**src/rtl/irq_ctrl_if.sv**
```systemverilog
// Interrupt sources, enables and pipeline handshake between the core and irq_ctrl.
// The master side drives sources, enables, ack and mret. The slave side is irq_ctrl.
interface irq_ctrl_if #(
    parameter int XLEN = 32
);
    logic            tmr_irq;
    logic            sft_irq;
    logic            ext_irq;
    logic            mstatus_mie;
    logic            mie_meie;
    logic            mie_msie;
    logic            mie_mtie;
    logic            irq_ack;
    logic            mret;
    logic            irq_req;
    logic [XLEN-1:0] irq_cause;
    logic [XLEN-1:0] mip_o;
    logic            irq_active;
    logic [31:0]     irq_count;

    modport master (
        output tmr_irq, sft_irq, ext_irq, mstatus_mie, mie_meie, mie_msie, mie_mtie,
        output irq_ack, mret,
        input  irq_req, irq_cause, mip_o, irq_active, irq_count
    );

    modport slave (
        input  tmr_irq, sft_irq, ext_irq, mstatus_mie, mie_meie, mie_msie, mie_mtie,
        input  irq_ack, mret,
        output irq_req, irq_cause, mip_o, irq_active, irq_count
    );
endinterface

```
**src/rtl/irq_ctrl.sv**
```systemverilog
// Machine-mode interrupt receiver: samples timer/software/external lines, applies enables and
// fixed priority, and offers one request at a time to the pipeline. Define IRQ_COUNT_EN to add a taken-interrupt counter.
//
// state  | meaning
// IDLE   | no request outstanding, watching pending sources
// REQ    | irq_req high, cause frozen, waiting for irq_ack or withdrawal
// ACTIVE | trap taken, handler running until mret
module irq_ctrl #(
    parameter int SYNC_STAGES = 2,
    parameter int XLEN        = 32
) (
    input logic       clk,
    input logic       rst_n,
    irq_ctrl_if.slave bus
);
    typedef enum logic [1:0] {
        IDLE   = 2'd0,
        REQ    = 2'd1,
        ACTIVE = 2'd2
    } state_t;

    localparam logic [XLEN-1:0] CAUSE_EXT = {1'b1, {(XLEN-5){1'b0}}, 4'hB};
    localparam logic [XLEN-1:0] CAUSE_SFT = {1'b1, {(XLEN-5){1'b0}}, 4'h3};
    localparam logic [XLEN-1:0] CAUSE_TMR = {1'b1, {(XLEN-5){1'b0}}, 4'h7};

    logic                   r_mtip;
    logic                   r_msip;
    logic [SYNC_STAGES-1:0] r_ext_sync;
    state_t                 r_state;
    logic                   r_req;
    logic                   r_active;
    logic [XLEN-1:0]        r_cause;
    logic [2:0]             r_src;

    logic                   w_meip;
    logic [2:0]             w_pending;
    logic [2:0]             w_sel;
    logic [XLEN-1:0]        w_sel_cause;
    logic                   w_src_live;

    always_ff @(posedge clk or negedge rst_n) begin
        if (!rst_n) begin
            r_mtip     <= 1'b0;
            r_msip     <= 1'b0;
            r_ext_sync <= '0;
        end else begin
            r_mtip     <= bus.tmr_irq;
            r_msip     <= bus.sft_irq;
            r_ext_sync <= {r_ext_sync[SYNC_STAGES-2:0], bus.ext_irq};
        end
    end

    assign w_meip = r_ext_sync[SYNC_STAGES-1];

    // Bit order {ext, sw, tmr} doubles as the priority order.
    assign w_pending = {w_meip & bus.mie_meie, r_msip & bus.mie_msie, r_mtip & bus.mie_mtie};

    always_comb begin
        w_sel       = 3'b000;
        w_sel_cause = '0;
        if (w_pending[2]) begin
            w_sel       = 3'b100;
            w_sel_cause = CAUSE_EXT;
        end else if (w_pending[1]) begin
            w_sel       = 3'b010;
            w_sel_cause = CAUSE_SFT;
        end else if (w_pending[0]) begin
            w_sel       = 3'b001;
            w_sel_cause = CAUSE_TMR;
        end
    end

    // Withdrawal only tracks the source that was latched, not any newer one.
    assign w_src_live = |(r_src & w_pending);

    always_ff @(posedge clk or negedge rst_n) begin
        if (!rst_n) begin
            r_state  <= IDLE;
            r_req    <= 1'b0;
            r_active <= 1'b0;
            r_cause  <= '0;
            r_src    <= 3'b000;
        end else begin
            case (r_state)
                IDLE: begin
                    if (bus.mstatus_mie && (|w_pending)) begin
                        r_state <= REQ;
                        r_req   <= 1'b1;
                        r_cause <= w_sel_cause;
                        r_src   <= w_sel;
                    end
                end
                REQ: begin
                    if (bus.irq_ack) begin
                        r_state  <= ACTIVE;
                        r_req    <= 1'b0;
                        r_active <= 1'b1;
                    end else if (!bus.mstatus_mie || !w_src_live) begin
                        r_state <= IDLE;
                        r_req   <= 1'b0;
                        r_cause <= '0;
                        r_src   <= 3'b000;
                    end
                end
                ACTIVE: begin
                    if (bus.mret) begin
                        r_state  <= IDLE;
                        r_active <= 1'b0;
                        r_cause  <= '0;
                        r_src    <= 3'b000;
                    end
                end
                default: begin
                    r_state  <= IDLE;
                    r_req    <= 1'b0;
                    r_active <= 1'b0;
                    r_cause  <= '0;
                    r_src    <= 3'b000;
                end
            endcase
        end
    end

    assign bus.irq_req    = r_req;
    assign bus.irq_active = r_active;
    assign bus.irq_cause  = r_cause;

    always_comb begin
        bus.mip_o     = '0;
        bus.mip_o[11] = w_meip;
        bus.mip_o[7]  = r_mtip;
        bus.mip_o[3]  = r_msip;
    end

`ifdef IRQ_COUNT_EN
    logic [31:0] r_count;

    always_ff @(posedge clk or negedge rst_n) begin
        if (!rst_n) begin
            r_count <= '0;
        end else if ((r_state == REQ) && bus.irq_ack) begin
            r_count <= r_count + 32'd1;
        end
    end

    assign bus.irq_count = r_count;
`else
    assign bus.irq_count = '0;
`endif
endmodule

```
**src/flat_wrapper.sv**
```systemverilog
// flat-port wrapper written by rule: the top's interface ports become plain ports
module irq_ctrl_flat 
#(
    parameter int SYNC_STAGES = 2,
    parameter int XLEN        = 32
)
  (clk, rst_n, bus_tmr_irq, bus_sft_irq, bus_ext_irq, bus_mstatus_mie, bus_mie_meie, bus_mie_msie, bus_mie_mtie, bus_irq_ack, bus_mret, bus_irq_req, bus_irq_cause, bus_mip_o, bus_irq_active, bus_irq_count);
  irq_ctrl_if #(.XLEN(XLEN)) bus_i ();
  input logic clk;
  input logic rst_n;
  input wire logic [$bits(bus_i.tmr_irq)-1:0] bus_tmr_irq;
  input wire logic [$bits(bus_i.sft_irq)-1:0] bus_sft_irq;
  input wire logic [$bits(bus_i.ext_irq)-1:0] bus_ext_irq;
  input wire logic [$bits(bus_i.mstatus_mie)-1:0] bus_mstatus_mie;
  input wire logic [$bits(bus_i.mie_meie)-1:0] bus_mie_meie;
  input wire logic [$bits(bus_i.mie_msie)-1:0] bus_mie_msie;
  input wire logic [$bits(bus_i.mie_mtie)-1:0] bus_mie_mtie;
  input wire logic [$bits(bus_i.irq_ack)-1:0] bus_irq_ack;
  input wire logic [$bits(bus_i.mret)-1:0] bus_mret;
  output wire logic [$bits(bus_i.irq_req)-1:0] bus_irq_req;
  output wire logic [$bits(bus_i.irq_cause)-1:0] bus_irq_cause;
  output wire logic [$bits(bus_i.mip_o)-1:0] bus_mip_o;
  output wire logic [$bits(bus_i.irq_active)-1:0] bus_irq_active;
  output wire logic [$bits(bus_i.irq_count)-1:0] bus_irq_count;
  assign bus_i.tmr_irq = bus_tmr_irq;
  assign bus_i.sft_irq = bus_sft_irq;
  assign bus_i.ext_irq = bus_ext_irq;
  assign bus_i.mstatus_mie = bus_mstatus_mie;
  assign bus_i.mie_meie = bus_mie_meie;
  assign bus_i.mie_msie = bus_mie_msie;
  assign bus_i.mie_mtie = bus_mie_mtie;
  assign bus_i.irq_ack = bus_irq_ack;
  assign bus_i.mret = bus_mret;
  assign bus_irq_req = bus_i.irq_req;
  assign bus_irq_cause = bus_i.irq_cause;
  assign bus_mip_o = bus_i.mip_o;
  assign bus_irq_active = bus_i.irq_active;
  assign bus_irq_count = bus_i.irq_count;
  irq_ctrl #(.SYNC_STAGES(SYNC_STAGES), .XLEN(XLEN)) u_core (.clk(clk), .rst_n(rst_n), .bus(bus_i));
endmodule
```
**config.mk**
```make
export PLATFORM = sky130hd
export DESIGN_NAME = irq_ctrl_flat
export DESIGN_NICKNAME = d
export VERILOG_FILES = /design/src/rtl/irq_ctrl_if.sv /design/src/rtl/irq_ctrl.sv /design/src/flat_wrapper.sv
export SDC_FILE = /design/constraint.sdc
export NUM_CORES = 1
export LEC_CHECK = 0
export ABC_CLOCK_PERIOD_IN_PS = 1700
export BUFFER_PORTS_ARGS = -buffer_cell sky130_fd_sc_hd__buf_2
export CORE_MARGIN = 8
export CORE_UTILIZATION = 30
export CTS_CLUSTER_SIZE = 30
export DETAILED_ROUTE_END_ITERATION = 6
export PLACE_DENSITY_LB_ADDON = 0.2
export SYNTH_ARGS = -nofsm -noshare
export SYNTH_HDL_FRONTEND = slang
export SYNTH_SLANG_ARGS = --single-unit
```
**constraint.sdc**
```tcl
create_clock -name clk -period 1.7 [get_ports clk]
set_input_delay 0.34 -clock clk [delete_from_list [all_inputs] [get_ports clk]]
set_output_delay 0.34 -clock clk [all_outputs]
set_load 0.01 [all_outputs]
```
==> results.py, run 1 <==
metrics = {
    "synthesis": {
        "synth_cell_types": 24,
        "synth-seq-cells": 12,
        "synth_seq_area_share": 0.2412,
        "synth_area_per_cell_um2": 8.829,
        "synthCells": 141,
        "yosys_warnings": 0,
        "netlist_area_um2": 1245,
    },
    "floorplan": {
        "die_x_um": 80.42,
        "dieArea_um2": 6467,
        "ioPinCount": 109,
        "core_area_um2": 4000,
        "initial_core_util": 0.3112,
        "num_rows": 23,
        "die_h_um": 80.42,
    },
    "finish": {
        "multi_input_comb_area_um2": 539.3,
        "final_util": 0.2643,
        "n_antenna_cell": 0,
        "n_fill_cell": 456,
        "layout.nets": 168,
        "drive_gt1_frac": 0.1742,
        "design_area_um2": 1057,
        "seq_area_um2": 300.3,
        "areaGrowthSynthToFinish_pct": -15.08,
    },
    "route": {
        "drt-total-wl_um": 2389,
        "drt_first_pass_iters": 4,
        "wl_per_cell_um": 11.65,
        "drt_first_iter_violations": 20,
        "viasPerCell": 3.298,
        "drc_errors": 0,
        "via_count": 676,
        "ant_nets": 0,
    },
    "setup_path": {
        "cp-end-kind": "register",
        "crit_fanout": 9,
        "crit_required_ps": 1820,
        "reg2reg_slack_ps": 160,
        "r2r_cells": 4,
        "arrival_ps": 1660,
        "critPathKind": "register to register",
        "r2r-end": "u_core.r_src[0]",
        "regToRegStartpoint": "u_core.r_state[1]",
        "start_kind": "register",
    },
    "global_route": {
        "grt_max_degree": 13,
        "gr-total-overflow": 0,
        "grt_pass1_vias": 731,
        "grt_first_pass_wirelength_um": 3298,
        "grt_antenna_before_repair": 0,
        "grt_usage": 0.06349,
    },
    "cts": {
        "post_cts_buffers": 0,
        "htree_levels": 1,
        "ctsHoldBuffers": 1,
        "cts.sinks": 12,
        "cts_resized": 0,
        "clk_path_buf_depth": 2,
        "clock_latency_ps": 240,
        "cts_buffers": 3,
        "tritoncts": "done",
        "clk_transition_reported_paths_ps": 50,
        "root_buffer": "clkbuf_8",
    },
    "outcome": {
        "status": "completed",
    },
    "placed_design": {
        "gp_congestion": 0.7205,
        "dp_hpwl_um": 2109,
        "postPlaceCellArea_um2": 1006,
        "io_buffers": 20,
    },
    "timing": {
        "hold_violations": 0,
        "setup_viol": 0,
        "post-route-min-period_ps": 1539,
        "slew_viol_final": 0,
        "rsz0062_at_grt": "no",
        "fin_setup_tns_ps": 0,
        "fmax_mhz": 649.8,
        "skew_ps": 2.857,
        "post-route-period-util": 0.9053,
    },
    "power_and_ir_drop": {
        "powerDensity_nw_per_um2": 849.0,
        "ir_worst_vdd_uv": 302.5,
        "power.total_uw": 897.6,
        "power.leakage_uw": 0.0006073,
    },
    "hold_path": {
        "hold_path.class": "primary input to register",
        "hold_end": "u_core.r_mtip",
        "hp-start": "bus_tmr_irq",
        "hold_depth": 1,
    },
    "job": {
        "maxCapViolations": 0,
    },
}
power by group:
| group | switching, uW | leakage, uW | total [uW] | internal [uW] |
|---|---|---|---|---|
| logic | 191 | 0.000438 | 278 | 87.4 |
| registers | 40.4 | 0.000147 | 368 | 327 |
| clock network | 95.9 | 0.0000216 | 251 | 155 |
layout by cell type (no fill, tap or decap):
cell,count
dfrtp_1,12
buf_2,20
o32a_1,1
a21oi_1,1
nand2_1,2
a32o_1,1
clkbuf_8,3
inv_1,1
nor2_1,2
dlygate4sd3_1,1
o21ai_2,2
o31ai_1,1
a211o_1,1
conb_1,88
nor4_1,2
o21a_1,1
o21ai_0,1
nor3_1,1
mux2_4,1
o22ai_1,1
nand3_1,4
nand2b_1,2
nand3b_1,2
and2_1,1
a31oi_2,1
a22o_1,2
state kept, by name (all words and copies together) (netlist names):
signal and count:
u_core.bus.irq_cause 2, u_core.r_ext_sync 2, u_core.r_msip 1, u_core.bus.irq_active 1, u_core.r_mtip 1, u_core.r_state 2
u_core.bus.irq_req 1, u_core.r_src 2
cells in the mapped netlist:
cell type  instances  share of area
nor3_1             1         0.0040
a32o_1             1         0.0080
nor2_1             2         0.0060
o22ai_1            1         0.0050
a211o_1            1         0.0070
nor4_1             2          0.010
nand3b_1           2          0.012
a21oi_1            1         0.0040
conb_1             1         0.0030
o32a_1             1         0.0080
and2_1             1         0.0050
nand3_1            4          0.016
o21ai_0            1         0.0040
o21a_1             1         0.0060
a31oi_2            1          0.010
o21ai_2            2          0.014
o31ai_1            1         0.0060
dfrtp_1           12           0.24
a22o_1             2          0.014
inv_1              1         0.0030
nand2b_1           2          0.010
buf_4             97           0.58
mux2_4             1          0.012
nand2_1            2         0.0060
worst max path at each step:
stage	startpoint	to	slack, ps
floorplan	u_core.r_state[1]	u_core.r_src[0]	270
global placement	u_core.r_state[1]	u_core.r_src[0]	200
detailed placement	u_core.r_state[1]	u_core.r_src[0]	180
CTS	u_core.r_state[1]	u_core.r_src[0]	170
global route	u_core.r_state[0]	u_core.r_src[0]	80
finish	u_core.r_state[1]	u_core.r_src[0]	160
metrics by stage:
step / hold slack (ps) / std cells / setup WS [ps]
detailed placement: 245.8 / 201 / 176.4
finish: 206.5 / 205 / 161.1
CTS: 197.6 / 205 / 170.4
global placement: 242.7 / 201 / 204.7
global route: 188.1 / 205 / 83.05
floorplan: 44.41 / 228 / 267.5
cells by family (layout without fill, tap and decap cells):
family,count (synthesis),after routing,share of synthesized area
buf+inv,98,25,0.5879
simple gates,16,16,0.06934
compound gates,13,13,0.08644
flops,12,12,0.2412
other cells,1,88,0.003012
mux,1,1,0.01206
worst max-delay path, cell delays in order, from the launching register on:
cell and delay (ps):
dfrtp_1 460, nand3b_1 210, a31oi_2 250, a211o_1 200, mux2_4 310
layout make-up:
type                            instances  area share
Inverter                                1    0.003550
Sequential cell                        12      0.2840
Timing Repair Buffer                   21      0.1041
Clock buffer                            3     0.03905
Tap cell                               50     0.05917
Multi-Input combinational cell        118      0.5101
routing by layer:
layer | wire, um | part of all wire | track usage
met5 | 0 | 0 | 0
met4 | 31 | 0.013 | 0.03273
met3 | 352 | 0.15 | 0.02232
met2 | 1219 | 0.51 | 0.1139
met1 | 784 | 0.33 | 0.06258
(Power assumes the default switching activity.)
==> inputs of run 2 (changes only) <==
ABC_AREA = 1   (was default)
==> results.py, run 2 <==
metrics = {
    "outcome": {
        "status": "completed",
    },
    "floorplan": {
        "core_area_um2": 4234,
        "die_x_um": 81.58,
        "dieArea_um2": 6654,
        "die_h_um": 81.58,
        "initial_core_util": 0.3047,
        "ioPinCount": 109,
        "num_rows": 24,
    },
    "synthesis": {
        "synth_edf_count": 0,
        "yosys_warnings": 0,
        "synth-seq-cells": 12,
        "synth-simple-area-share": 0.1862,
        "netlist_area_um2": 1290,
        "synth-xor-area-share": 0,
        "synth_ff_type": "dfrtp_1",
        "synthCells": 155,
        "synth_cell_types": 17,
        "yosys-top-cells-count": "buf_4 (95), nand2_1 (18), dfrtp_1 (12), nand3_1 (6), inv_2 (4)",
        "synth_adder_area_share": 0,
        "async_flop_share": 1.000,
        "synth_compound_area_frac": 0.007759,
        "synth_seq_area_share": 0.2328,
        "synth_top_cell_by_area": "buf_4",
        "ys_top_cells_by_area": "buf_4 (55%), dfrtp_1 (23%), nand2_1 (5.2%)",
        "synth_top_family_by_area": "buffers and inverters",
        "synth_area_per_cell_um2": 8.322,
        "synthMuxAreaShare": 0,
        "yosysMostFrequentCell": "buf_4",
        "yosys.area.top_type_share": 0.5529,
    },
    "route": {
        "wl_per_cell_um": 10.00,
        "drt_first_pass_iters": 3,
        "drc_errors": 0,
        "drt-total-wl_um": 2231,
        "viasPerCell": 3.013,
        "drt_first_iter_violations": 13,
        "ant_nets": 0,
        "via_count": 672,
    },
    "finish": {
        "final_cells": 223,
        "drive_gt1_frac": 0.2105,
        "final_cell_mix": "conb_1 (88), buf_2 (20), nand2_1 (18)",
        "final_common_cell": "conb_1",
        "n_fill_cell": 475,
        "layout.nets": 184,
        "areaGrowthSynthToFinish_pct": -13.19,
        "design_area_um2": 1120,
        "n_antenna_cell": 0,
    },
    "setup_path": {
        "critPathKind": "register to primary output",
        "start_kind": "register",
        "worstPathCellList": "buf_2",
        "crit_fanout": 4,
        "r2r_cells": 6,
        "crit_required_ps": 1360,
        "slowest_delay_ps": 400,
        "regToRegStartpoint": "u_core.r_ext_sync[1]",
        "r2r-end": "u_core.bus.irq_req",
        "cp-startpoint": "u_core.bus.irq_cause[1]",
        "cp-end-kind": "primary output",
        "reg2reg_slack_ps": 630,
        "cp_top_family": "flip-flops",
        "arrival_ps": 790,
        "cp_slowest_cell": "dfrtp_1",
        "crit_buf_inv": 1,
    },
    "placed_design": {
        "io_buffers": 20,
        "placed_cells": 219,
        "dp_hpwl_um": 2039,
        "gp_congestion": 0.7532,
        "postPlaceCellArea_um2": 1069,
    },
    "power_and_ir_drop": {
        "p_int_uw": 722.1,
        "switching_share": 0.4374,
        "powerDensity_nw_per_um2": 1146,
        "ir_worst_vdd_uv": 481.8,
        "power.total_uw": 1284,
        "comb_power_share": 0.455,
        "power.leakage_uw": 0.0007290,
        "switchingPower_uw": 561.4,
        "clkPwrFrac": 0.197,
        "p_seq_frac": 0.348,
    },
    "cts": {
        "clock_latency_ps": 240,
        "clk_transition_reported_paths_ps": 50,
        "root_buffer": "clkbuf_8",
        "tritoncts": "done",
        "clk_path_buf_depth": 2,
        "cts_buffers": 3,
        "htree_levels": 1,
        "post_cts_buffers": 0,
        "cts.sinks": 12,
    },
    "hold_path": {
        "hold_path.class": "primary input to register",
        "hold_depth": 1,
        "hold_end": "u_core.r_ext_sync[0]",
        "hp-start": "bus_ext_irq",
    },
    "timing": {
        "rsz0062_at_grt": "no",
        "skew_ps": 1.622,
        "slew_viol_final": 0,
        "post-route-min-period_ps": 1132,
        "post-route-period-util": 0.6659,
        "fmax_mhz": 883.3,
        "hold_violations": 0,
        "fin_setup_tns_ps": 0,
        "setup_viol": 0,
    },
    "global_route": {
        "grt_first_pass_wirelength_um": 2766,
        "grt_antenna_before_repair": 0,
        "grt_usage": 0.05294,
        "grt_max_degree": 13,
        "grt_pass1_vias": 627,
        "gr-total-overflow": 0,
    },
    "job": {
        "maxCapViolations": 0,
    },
}
run 2: cell count changes after synthesis, sizes merged, moves of 2 or more:
cell    change
nand3       +5
nand2b      -2
inv         +5
nand2      +20
o21ai       -3
nand4       +3
a22o        -2
nor4        -2
buf         -2
run 2: kinds of logic after synthesis:
group	count (synthesis)
DFF	12
other	1
AOI/OAI and AO/OA	2
and+or+nand+nor	39
buffers and inverters	101
run 2: final cells by class:
cell class,count,area [um^2],area share
multi-input combinational,129,580.6,0.5184
sequential,12,300.3,0.2682
timing repair buffer,21,110.1,0.09832
tap,52,65.06,0.05810
clock buffer,3,41.29,0.03687
inverter,6,22.52,0.02011
run 2: per-stage QoR:
step	util	hold slack, ps	setup slack [ps]
floorplan	-	44.41	728.3
global placement	0.2524	237.6	569.7
detailed placement	0.2524	241.8	568.9
CTS	0.2645	198.8	553.1
global route	0.2645	192.4	524.1
finish	0.2645	207.4	567.9
run 2: worst max-delay path by stage:
stage                                         end  slack (ps)  cells after the start
after floorplan           u_core.bus.irq_cause[1]         730                      6
after global placement            u_core.r_src[0]         570                      8
after detailed placement          u_core.r_src[1]         570                      8
after CTS                        bus_irq_cause[0]         550                      1
after global routing             bus_irq_cause[0]         520                      1
final                            bus_irq_cause[0]         570                      1
run 2: layer usage:
metal  GRT usage  wire, um  share of wire  vias to the layer above
li1            -         -              -                      330
met1     0.06569       821           0.37                      282
met2     0.07955      1023           0.46                       58
met3     0.02516       378           0.17                        2
met4     0.01579         8         0.0036                        0
met5           0         0              0                        -
run 2: repair_timing:
item | CTS | global route
resized for setup | 0 | 0
hold buffers | 1 | 0
hold endpoints to repair | 12 | 0
run 2: power groups by stage:
stage	clock network, uW	registers, uW	logic (uW)
2_1_floorplan	0	454	626
3_3_place_gp	0	454	582
3_5_place_dp	0	451	583
6_report	252	447	584
5_1_grt	284	463	659
4_1_cts	267	449	586
